`config.mk`:
```
export PLATFORM = sky130hd
export DESIGN_NAME = seg_scan_mux_flat
export DESIGN_NICKNAME = d
export VERILOG_FILES = /design/src/rtl/seg_scan_mux_if.sv /design/src/rtl/seg_scan_mux.sv /design/src/flat_wrapper.sv
export SDC_FILE = /design/constraint.sdc
export NUM_CORES = 1
export LEC_CHECK = 0
export CAP_MARGIN = 20
export CORE_MARGIN = 2
export CORE_UTILIZATION = 45
export CTS_CLUSTER_DIAMETER = 80
export DETAILED_ROUTE_END_ITERATION = 10
export GPL_ROUTABILITY_DRIVEN = 0
export HOLD_SLACK_MARGIN = 0.08
export PLACE_DENSITY = 0.78
export SLEW_MARGIN = 20
export SYNTH_ARGS = -nofsm -noshare
export SYNTH_HDL_FRONTEND = slang
export SYNTH_SLANG_ARGS = --single-unit
```
`constraint.sdc`:
```
create_clock -name clk -period 2.8 [get_ports clk]
set_clock_uncertainty 0.05 [all_clocks]
set_input_delay 0.7 -clock clk [delete_from_list [all_inputs] [get_ports clk]]
set_output_delay 0.7 -clock clk [all_outputs]
set_load 0.005 [all_outputs]
```
`src/rtl/seg_scan_mux_if.sv`:
```
// rtl/seg_scan_mux_if.sv - control/data inputs and display outputs of seg_scan_mux
interface seg_scan_mux_if #(
   parameter int DIGITS = 4
);
   logic                  en;
   logic                  load;
   logic [4*DIGITS-1:0]   data;
   logic [DIGITS-1:0]     blank;
   logic [DIGITS-1:0]     blink;
   logic [6:0]            seg;
   logic [DIGITS-1:0]     dig;
   logic                  scan_done;

   // master drives the nibbles and controls, slave is the scanner
   modport master (output en, load, data, blank, blink, input seg, dig, scan_done);
   modport slave  (input en, load, data, blank, blink, output seg, dig, scan_done);
endinterface

```
`src/rtl/seg_scan_mux.sv`:
```
// rtl/seg_scan_mux.sv - time-multiplexed seven-segment scanner with blank/blink
module seg_scan_mux #(
   parameter int DIGITS      = 4,
   parameter int DIV         = 50000,
   parameter int BLINK_SCANS = 64,
   parameter int ACTIVE_LOW  = 1
) (
   input  logic           clk,
   input  logic           rst,
   seg_scan_mux_if.slave  bus
);
   localparam int CW = $clog2(DIV);
   localparam int IW = (DIGITS > 1) ? $clog2(DIGITS) : 1;
   localparam int SW = (BLINK_SCANS > 1) ? $clog2(BLINK_SCANS) : 1;
   // XOR masks that turn an active-high pattern into pin levels
   localparam logic [6:0]        SEG_OFF = {7{ACTIVE_LOW != 0}};
   localparam logic [DIGITS-1:0] DIG_OFF = {DIGITS{ACTIVE_LOW != 0}};

   logic [4*DIGITS-1:0] data_s;
   logic [DIGITS-1:0]   blank_s, blink_s;
   logic [CW-1:0]       cnt;
   logic [IW-1:0]       idx, idx_nxt;
   logic [SW-1:0]       sc;
   logic                phase, phase_nxt;
   logic                started;
   logic                tick, last, wrap, sc_last, dark;
   logic [4*DIGITS-1:0] data_sh;
   logic [DIGITS-1:0]   blank_sh, blink_sh;
   logic [3:0]          nib;
   logic [6:0]          pat, seg_drv;
   logic [DIGITS-1:0]   dig_drv;
   logic [6:0]          seg_r;
   logic [DIGITS-1:0]   dig_r;
   logic                done_r;

   assign bus.seg       = seg_r;
   assign bus.dig       = dig_r;
   assign bus.scan_done = done_r;

   // slot timing, next digit selection and blink phase for the upcoming slot
   always_comb begin
      tick      = bus.en && (cnt == CW'(DIV - 1));
      last      = (idx == IW'(DIGITS - 1));
      idx_nxt   = last ? '0 : idx + 1'b1;
      // the reset-state idx is not a shown slot, so its
      // wrap into digit 0 does not count as a finished scan
      wrap      = tick && last && started;
      sc_last   = (sc == SW'(BLINK_SCANS - 1));
      phase_nxt = (wrap && sc_last) ? ~phase : phase;
      data_sh   = data_s >> {idx_nxt, 2'b00};
      blank_sh  = blank_s >> idx_nxt;
      blink_sh  = blink_s >> idx_nxt;
      nib       = data_sh[3:0];
      dark      = blank_sh[0] | (blink_sh[0] & phase_nxt);
   end

   // shared hex decoder, bit 0 = segment a, 1 = lit
   always_comb begin
      pat = 7'h00;
      case (nib)
         4'h0: pat = 7'h3F;
         4'h1: pat = 7'h06;
         4'h2: pat = 7'h5B;
         4'h3: pat = 7'h4F;
         4'h4: pat = 7'h66;
         4'h5: pat = 7'h6D;
         4'h6: pat = 7'h7D;
         4'h7: pat = 7'h07;
         4'h8: pat = 7'h7F;
         4'h9: pat = 7'h6F;
         4'hA: pat = 7'h77;
         4'hB: pat = 7'h7C;
         4'hC: pat = 7'h39;
         4'hD: pat = 7'h5E;
         4'hE: pat = 7'h79;
         4'hF: pat = 7'h71;
         default: pat = 7'h00;
      endcase
   end

   // apply blanking and output polarity
   always_comb begin
      seg_drv = (dark ? 7'h00 : pat) ^ SEG_OFF;
      dig_drv = (DIGITS'(1) << idx_nxt) ^ DIG_OFF;
   end

   // shadow registers, only written on load
   always_ff @(posedge clk or posedge rst) begin
      if (rst) begin
         data_s  <= '0;
         blank_s <= '0;
         blink_s <= '0;
      end else if (bus.load) begin
         data_s  <= bus.data;
         blank_s <= bus.blank;
         blink_s <= bus.blink;
      end
   end

   // divider, digit index and blink scan counter; all hold while en=0
   always_ff @(posedge clk or posedge rst) begin
      if (rst) begin
         cnt     <= '0;
         idx     <= IW'(DIGITS - 1);
         sc      <= '0;
         phase   <= 1'b0;
         started <= 1'b0;
      end else if (tick) begin
         cnt     <= '0;
         idx     <= idx_nxt;
         started <= 1'b1;
         phase   <= phase_nxt;
         if (wrap) sc <= sc_last ? '0 : sc + 1'b1;
      end else if (bus.en) begin
         cnt <= cnt + 1'b1;
      end
   end

   // registered pins: darken when disabled, reload on tick, otherwise hold
   always_ff @(posedge clk or posedge rst) begin
      if (rst) begin
         seg_r  <= SEG_OFF;
         dig_r  <= DIG_OFF;
         done_r <= 1'b0;
      end else begin
         done_r <= wrap;
         if (!bus.en) begin
            seg_r <= SEG_OFF;
            dig_r <= DIG_OFF;
         end else if (tick) begin
            seg_r <= seg_drv;
            dig_r <= dig_drv;
         end
      end
   end
endmodule

```
`src/flat_wrapper.sv`:
```
// flat-port wrapper written by rule: the top's interface ports become plain ports
module seg_scan_mux_flat 
#(
   parameter int DIGITS      = 4,
   parameter int DIV         = 50000,
   parameter int BLINK_SCANS = 64,
   parameter int ACTIVE_LOW  = 1
)
  (clk, rst, bus_en, bus_load, bus_data, bus_blank, bus_blink, bus_seg, bus_dig, bus_scan_done);
  seg_scan_mux_if #(.DIGITS(DIGITS)) bus_i ();
  input  logic clk;
  input  logic rst;
  input wire logic [$bits(bus_i.en)-1:0] bus_en;
  input wire logic [$bits(bus_i.load)-1:0] bus_load;
  input wire logic [$bits(bus_i.data)-1:0] bus_data;
  input wire logic [$bits(bus_i.blank)-1:0] bus_blank;
  input wire logic [$bits(bus_i.blink)-1:0] bus_blink;
  output wire logic [$bits(bus_i.seg)-1:0] bus_seg;
  output wire logic [$bits(bus_i.dig)-1:0] bus_dig;
  output wire logic [$bits(bus_i.scan_done)-1:0] bus_scan_done;
  assign bus_i.en = bus_en;
  assign bus_i.load = bus_load;
  assign bus_i.data = bus_data;
  assign bus_i.blank = bus_blank;
  assign bus_i.blink = bus_blink;
  assign bus_seg = bus_i.seg;
  assign bus_dig = bus_i.dig;
  assign bus_scan_done = bus_i.scan_done;
  seg_scan_mux #(.DIGITS(DIGITS), .DIV(DIV), .BLINK_SCANS(BLINK_SCANS), .ACTIVE_LOW(ACTIVE_LOW)) u_core (.clk(clk), .rst(rst), .bus(bus_i));
endmodule
```
==> flow_summary.json, run 1 <==
{
  "status": "completed",
  "core-area_um2": 6460,
  "grt-ovfl-total": 0,
  "cts_setup_buffers": 0,
  "p_leak_nw": 1.68,
  "ff_latch_area_um2": 1570,
  "syn_nets": 295,
  "worst_ep_arrival_time_ps": 2860,
  "hold_start": "u_core.sc[5]",
  "end_kind": "flop",
  "clock_sinks": 62,
  "cts_root_buffer": "clkbuf_8",
  "cap_violations": 0,
  "pwr-share-seq": 0.478,
  "grt_pass1_vias": 2195,
  "num_antenna_cells": 0,
  "setup_violations": 0,
  "ir_drop_mv": 0.315,
  "multi_input_area_um2": 1400,
  "clockBufferDepth": 2,
  "hold_ws_ps": 445,
  "wl_um": 5890,
  "post-route-util": 0.597,
  "startpoint": "u_core.cnt[11]",
  "hold_buffers": 0,
  "worst-setup-path-type": "reg2reg",
  "cts_tree": "done",
  "die_y_um": 86.3,
  "synth_edf_count": 0,
  "clk_latency_ps": 330,
  "drt-pass1-iter-count": 4,
  "grt_first_pass_wirelength_um": 10200,
  "total_power_mw": 2.15,
  "htreeDepth": 3,
  "port_buffers": 39,
  "fin_crit_sh": 0.948,
  "power_density_nw_per_um2": 557,
  "clockPowerShare": 0.397,
  "die_width_um": 86.3,
  "synth_area_um2": 3050,
  "layout-drive-gt1-share": 0.270,
  "area_growth_pct": 26.6,
  "netlist_instances": 254,
  "min_path_type": "reg2reg",
  "setup-tns-final_ps": 0,
  "synth.distinct_cells": 38,
  "slew-limit-headroom": 0.712,
  "p_sw_uw": 534,
  "fmax_mhz": 377,
  "placementRows": 29,
  "crit_slowest_cell": "or4_1",
  "cts_resized": 0,
  "syn_avg_cell_area_um2": 12.0,
  "design.die.area_um2": 7440,
  "vias_per_cell": 5.28,
  "rsz0062_at_grt": "no",
  "grt_antenna_before_repair": 0,
  "start_util": 0.472,
  "drtIter0Drc": 66,
  "finalNetCount": 354,
  "wire_per_inst_um": 14.9,
  "report.final.hold_viol_count": 0,
  "power.internal_mw": 1.62,
  "drc": 0,
  "period_minus_slack_ps": 2650,
  "required_ps": 3000,
  "cp-start-kind": "flop",
  "cpLargestDelayFamily": "simple AND/OR/NAND/NOR gates",
  "vias": 2086,
  "worst_pin_slew_ps": 431,
  "clk_pin_slew_worst_paths_ps": 70,
  "r2r_start": "u_core.cnt[11]",
  "path_max_fanout": 7,
  "cp.buffers_inverters": 1,
  "fillers": 518,
  "async_flop_share": 1.00,
  "synth-warning-count": 0,
  "max_stage_delay_ps": 590,
  "ant_nets": 0,
  "post-dp-hpwl_um": 4350,
  "p_comb_frac": 0.125,
  "grt_max_degree": 28,
  "synth-seq-area-share": 0.515,
  "p_sw_frac": 0.249,
  "ioPinCount": 40,
  "slew_violations": 0,
  "cp_cell_sequence": "or4_4 -> or4_1 -> o311a_4 -> a2111oi_4 -> buf_4 -> a31oi_1",
  "grt_usage": 0.176,
  "ys_ff_latch": 62,
  "ys.flop_type": "dfrtp_1",
  "numCtsBuffers": 9
}
area by class of cell:
cell class              instances  share of cell area
multi-input cells             170               0.362
clock buffers                  10              0.0331
inverters                      14              0.0136
clock inverters                 6              0.0224
flip-flops and latches         62               0.407
well taps                      77              0.0250
repair buffers                 56               0.138
per-stage QoR:
stage               instance area, µm²  instances  worst slack, ps
floorplan                         3050        254             59.2
CTS                               3860        395              141
detailed placement                3640        379            -82.9
global route                      3860        395             30.6
finish                            3860        395              146
global placement                  3640        379            -64.6
layer usage:
layer  vias up  track usage  share of wire
met3         9       0.0467          0.038
met5         -            0              0
met2        50        0.271           0.45
met1      1010        0.241           0.50
li1       1017            -              -
met4         0       0.0625          0.013
registers in the layout, summed over array words and instances, names as in the netlist:
name and count:
u_core.cnt 16, u_core.data_s 16, u_core.bus.seg 7, u_core.sc 6
u_core.blank_s 4, u_core.blink_s 4, u_core.bus.dig 4, u_core.idx 2
u_core.bus.scan_done 1, u_core.phase 1, u_core.started 1
kinds of logic after synthesis:
family | Yosys count | synth area share
xor+xnor | 16 | 0.0460
buf+inv | 22 | 0.0275
compound gates | 29 | 0.0682
simple gates | 71 | 0.119
mux | 41 | 0.172
flops | 62 | 0.515
fa+ha+maj | 13 | 0.0534
worst paths after layout:
path	end	slack, ps	cells past startpoint
hold reg to reg	u_core.sc[5]	440	1
hold / removal	u_core.sc[5]	440	1
setup / recovery	u_core.bus.seg[0]	150	6
setup reg to reg	u_core.bus.seg[0]	150	6
min in group asynchronous	u_core.blink_s[1]	640	2
max in group asynchronous	u_core.bus.scan_done	1460	3
cell usage in the layout (no fill, tap or decap), types with 6 or more instances in the layout:
cell type        synthesis  routed
clkbuf_8                 0       9
inv_1                   14      13
a21oi_1                 13      13
buf_4                    0      16
nand2_1                 12      12
dfrtp_1                 49      49
xnor2_1                  6       6
nor2_1                  26      26
clkdlybuf4s50_1          0      39
mux4_2                   6       6
xor2_1                  10      10
dfstp_2                 13      13
ha_1                    13      13
nand4_1                  6       6
mux2_2                  30      30
power groups by stage:
stage	Clock, mW	Sequential (mW)	Combinational, mW
floorplan	0	1.02	0.182
global placement	0	1.03	0.257
detailed placement	0	1.04	0.269
CTS	0.866	1.03	0.271
global route	0.910	1.04	0.300
finish	0.853	1.03	0.268
synthesized netlist by cell type (2+ instances only):
cell,number,area (µm²)
a21oi_1,13,65.1
a22oi_1,2,15.0
a2bb2oi_1,3,26.3
and3_1,4,25.0
clkbuf_1,7,26.3
dfrtp_1,49,1230
dfstp_2,13,342
ha_1,13,163
inv_1,14,52.6
mux2_2,30,338
mux2i_1,5,50.1
mux4_2,6,135
nand2_1,12,45.0
nand3_1,4,20.0
nand4_1,6,37.5
nor2_1,26,97.6
nor2b_1,3,18.8
nor3_1,3,15.0
o21ai_0,5,25.0
or3_1,2,12.5
or4_1,3,22.5
xnor2_1,6,52.6
xor2_1,10,87.6
worst register-to-register path, cell delays in order, from the launching register on:
cell	delay (ps)
dfrtp_1	450
or4_4	520
or4_1	590
o311a_4	410
a2111oi_4	270
buf_4	200
a31oi_1	80
Power figures use the tool's default switching activity.
==> run 2, diff against run 1 <==
--- a/config.mk
+++ b/config.mk
@@ -6,6 +6,7 @@
 export NUM_CORES = 1
 export LEC_CHECK = 0
 export CAP_MARGIN = 20
+export CORE_ASPECT_RATIO = 1.25
 export CORE_MARGIN = 2
 export CORE_UTILIZATION = 45
 export CTS_CLUSTER_DIAMETER = 80
==> run 2 against run 1 <==
Utilization down 0.53 points. Cell count is 2.0% higher. Fmax rose by 1.6%. Flip-flop and latch count unchanged. First-iteration DRC count increased to 2.7 times the previous value. Cell area up 0.75%. Non-clock buffer count fell by 2. Combinational power about the same. Clock-buffer cell count increased by 1. Via count up 0.62%. Highest routed layer unchanged.
==> flow_summary.json, run 2 (synthesized netlist as in run 1, its figures left out) <==
{
  "status": "completed",
  "die_width_um": 77.6,
  "cts_setup_buffers": 0,
  "min_path_type": "reg2reg",
  "slew-limit-headroom": 0.667,
  "cts_root_buffer": "clkbuf_8",
  "clock_sinks": 62,
  "fin_area_um2": 3880,
  "fin_ws_ps": 188,
  "p_comb_frac": 0.122,
  "ioPinCount": 40,
  "ant_nets": 0,
  "core-area_um2": 6570,
  "layout-drive-gt1-share": 0.272,
  "cap_violations": 0,
  "ir_drop_mv": 0.361,
  "required_ps": 3010,
  "grt-ovfl-total": 0,
  "cts_tree": "done",
  "pwr-share-seq": 0.468,
  "setup-tns-final_ps": 0,
  "post-route-util": 0.592,
  "reg2reg_to": "u_core.bus.seg[6]",
  "placementRows": 33,
  "drt-pass1-iter-count": 4,
  "r2r_slack_ps": 190,
  "period_minus_slack_ps": 2610,
  "drtIter0Drc": 177,
  "numCtsBuffers": 9,
  "cp-start-kind": "flop",
  "htreeDepth": 3,
  "start_util": 0.464,
  "p_sw_uw": 528,
  "wire_per_inst_um": 14.3,
  "dp_slack_ps": -75.7,
  "fin_crit_sh": 0.933,
  "grt_pass1_vias": 2099,
  "final_cell_mix": "dfrtp_1 (49), clkdlybuf4s50_1 (39), mux2_2 (30)",
  "r2r_start": "u_core.cnt[11]",
  "port_buffers": 39,
  "wl_um": 5750,
  "grt_first_pass_wirelength_um": 9830,
  "slew_violations": 0,
  "post-dp-hpwl_um": 4220,
  "setup_violations": 0,
  "worst-setup-path-type": "reg2reg",
  "fillers": 529,
  "power_density_nw_per_um2": 565,
  "power.internal_mw": 1.67,
  "worst_ep_arrival_time_ps": 2830,
  "clk_pin_slew_worst_paths_ps": 70,
  "clockPowerShare": 0.410,
  "reg2regPathDepth": 6,
  "design.die.area_um2": 7450,
  "whs_path_depth": 1,
  "hold_buffers": 0,
  "clk_latency_ps": 340,
  "grt_antenna_before_repair": 0,
  "hold_ws_ps": 440,
  "vias": 2099,
  "worst_pin_slew_ps": 498,
  "p_sw_frac": 0.241,
  "path_max_fanout": 7,
  "end_kind": "flop",
  "clockBufferDepth": 2,
  "p_leak_nw": 1.68,
  "num_antenna_cells": 0,
  "placed_area_um2": 3640,
  "vias_per_cell": 5.21,
  "drc": 0,
  "die_y_um": 96.0,
  "min_to": "u_core.sc[5]",
  "rsz0062_at_grt": "no",
  "report.final.hold_viol_count": 0,
  "fmax_mhz": 383,
  "grt_max_degree": 32,
  "grt_usage": 0.172,
  "layout_commonest_cell": "dfrtp_1",
  "hold_start": "u_core.sc[5]",
  "finalNetCount": 352,
  "area_growth_pct": 27.5
}
==> run 2: final cells by class <==
type | instances | area, µm² | share of cell area
Clock buffer | 11 | 151 | 0.0390
Clock inverter | 5 | 81.3 | 0.0209
Inverter | 14 | 52.6 | 0.0135
Multi-Input combinational cell | 170 | 1410 | 0.362
Sequential cell | 62 | 1570 | 0.404
Tap cell | 87 | 109 | 0.0280
Timing Repair Buffer | 54 | 515 | 0.133
==> run 2: critical path: stages (launching register included) <==
cell and delay, ps:
dfrtp_1 440, or4_4 510, or4_1 580, o311a_4 410, a2111oi_4 280, buf_4 200, a21oi_1 80
==> run 2: worst max path at each step <==
stage | from | end
2_1_floorplan | u_core.idx[0] | u_core.bus.seg[0]
3_3_place_gp | bus_en | u_core.bus.seg[0]
3_5_place_dp | bus_en | u_core.bus.seg[6]
4_1_cts | u_core.idx[0] | u_core.bus.seg[3]
5_1_grt | u_core.idx[0] | u_core.bus.seg[3]
6_report | u_core.cnt[11] | u_core.bus.seg[6]
==> run 2: repair_timing <==
action                     in CTS  in global routing
setup endpoints to repair       1                  1
resized for setup               1                  1
pin swaps                       0                  0
==> run 2: metrics by stage <==
step                      total power, mW  instances
after floorplan                      1.21        254
after global placement               1.29        387
after detailed placement             1.31        387
after CTS                            2.22        403
after global routing                 2.30        403
final                                2.19        403
==> run 2: power groups by stage <==
stage / registers [mW] / clock network (mW) / logic (mW)
2_1_floorplan: 1.02 / 0 / 0.182
3_3_place_gp: 1.04 / 0 / 0.256
6_report: 1.03 / 0.899 / 0.268
5_1_grt: 1.04 / 0.969 / 0.298
3_5_place_dp: 1.04 / 0 / 0.267
4_1_cts: 1.03 / 0.919 / 0.271
==> run 2: metal layers <==
layer / vias up / GRT usage / part of all wire
met1: 1042 / 0.211 / 0.45
met5: - / 0 / 0
met2: 41 / 0.287 / 0.50
li1: 1004 / - / -
met3: 12 / 0.0478 / 0.037
met4: 0 / 0.0759 / 0.019
==> run 3, diff against run 2 <==
--- a/config.mk
+++ b/config.mk
@@ -14,6 +14,7 @@
 export GPL_ROUTABILITY_DRIVEN = 0
 export HOLD_SLACK_MARGIN = 0.08
 export PLACE_DENSITY = 0.78
+export SKIP_CTS_REPAIR_TIMING = 1
 export SLEW_MARGIN = 20
 export SYNTH_ARGS = -nofsm -noshare
 export SYNTH_HDL_FRONTEND = slang
==> results of run 3 <==
The final DEF is identical to that of run 2; final timing and power are the same.
Among the figures that moved: wire length of the first global-routing pass 9830 µm -> 9820 µm; via count of the first global-routing pass 2099 -> 2094; met2 usage 0.287 -> 0.286
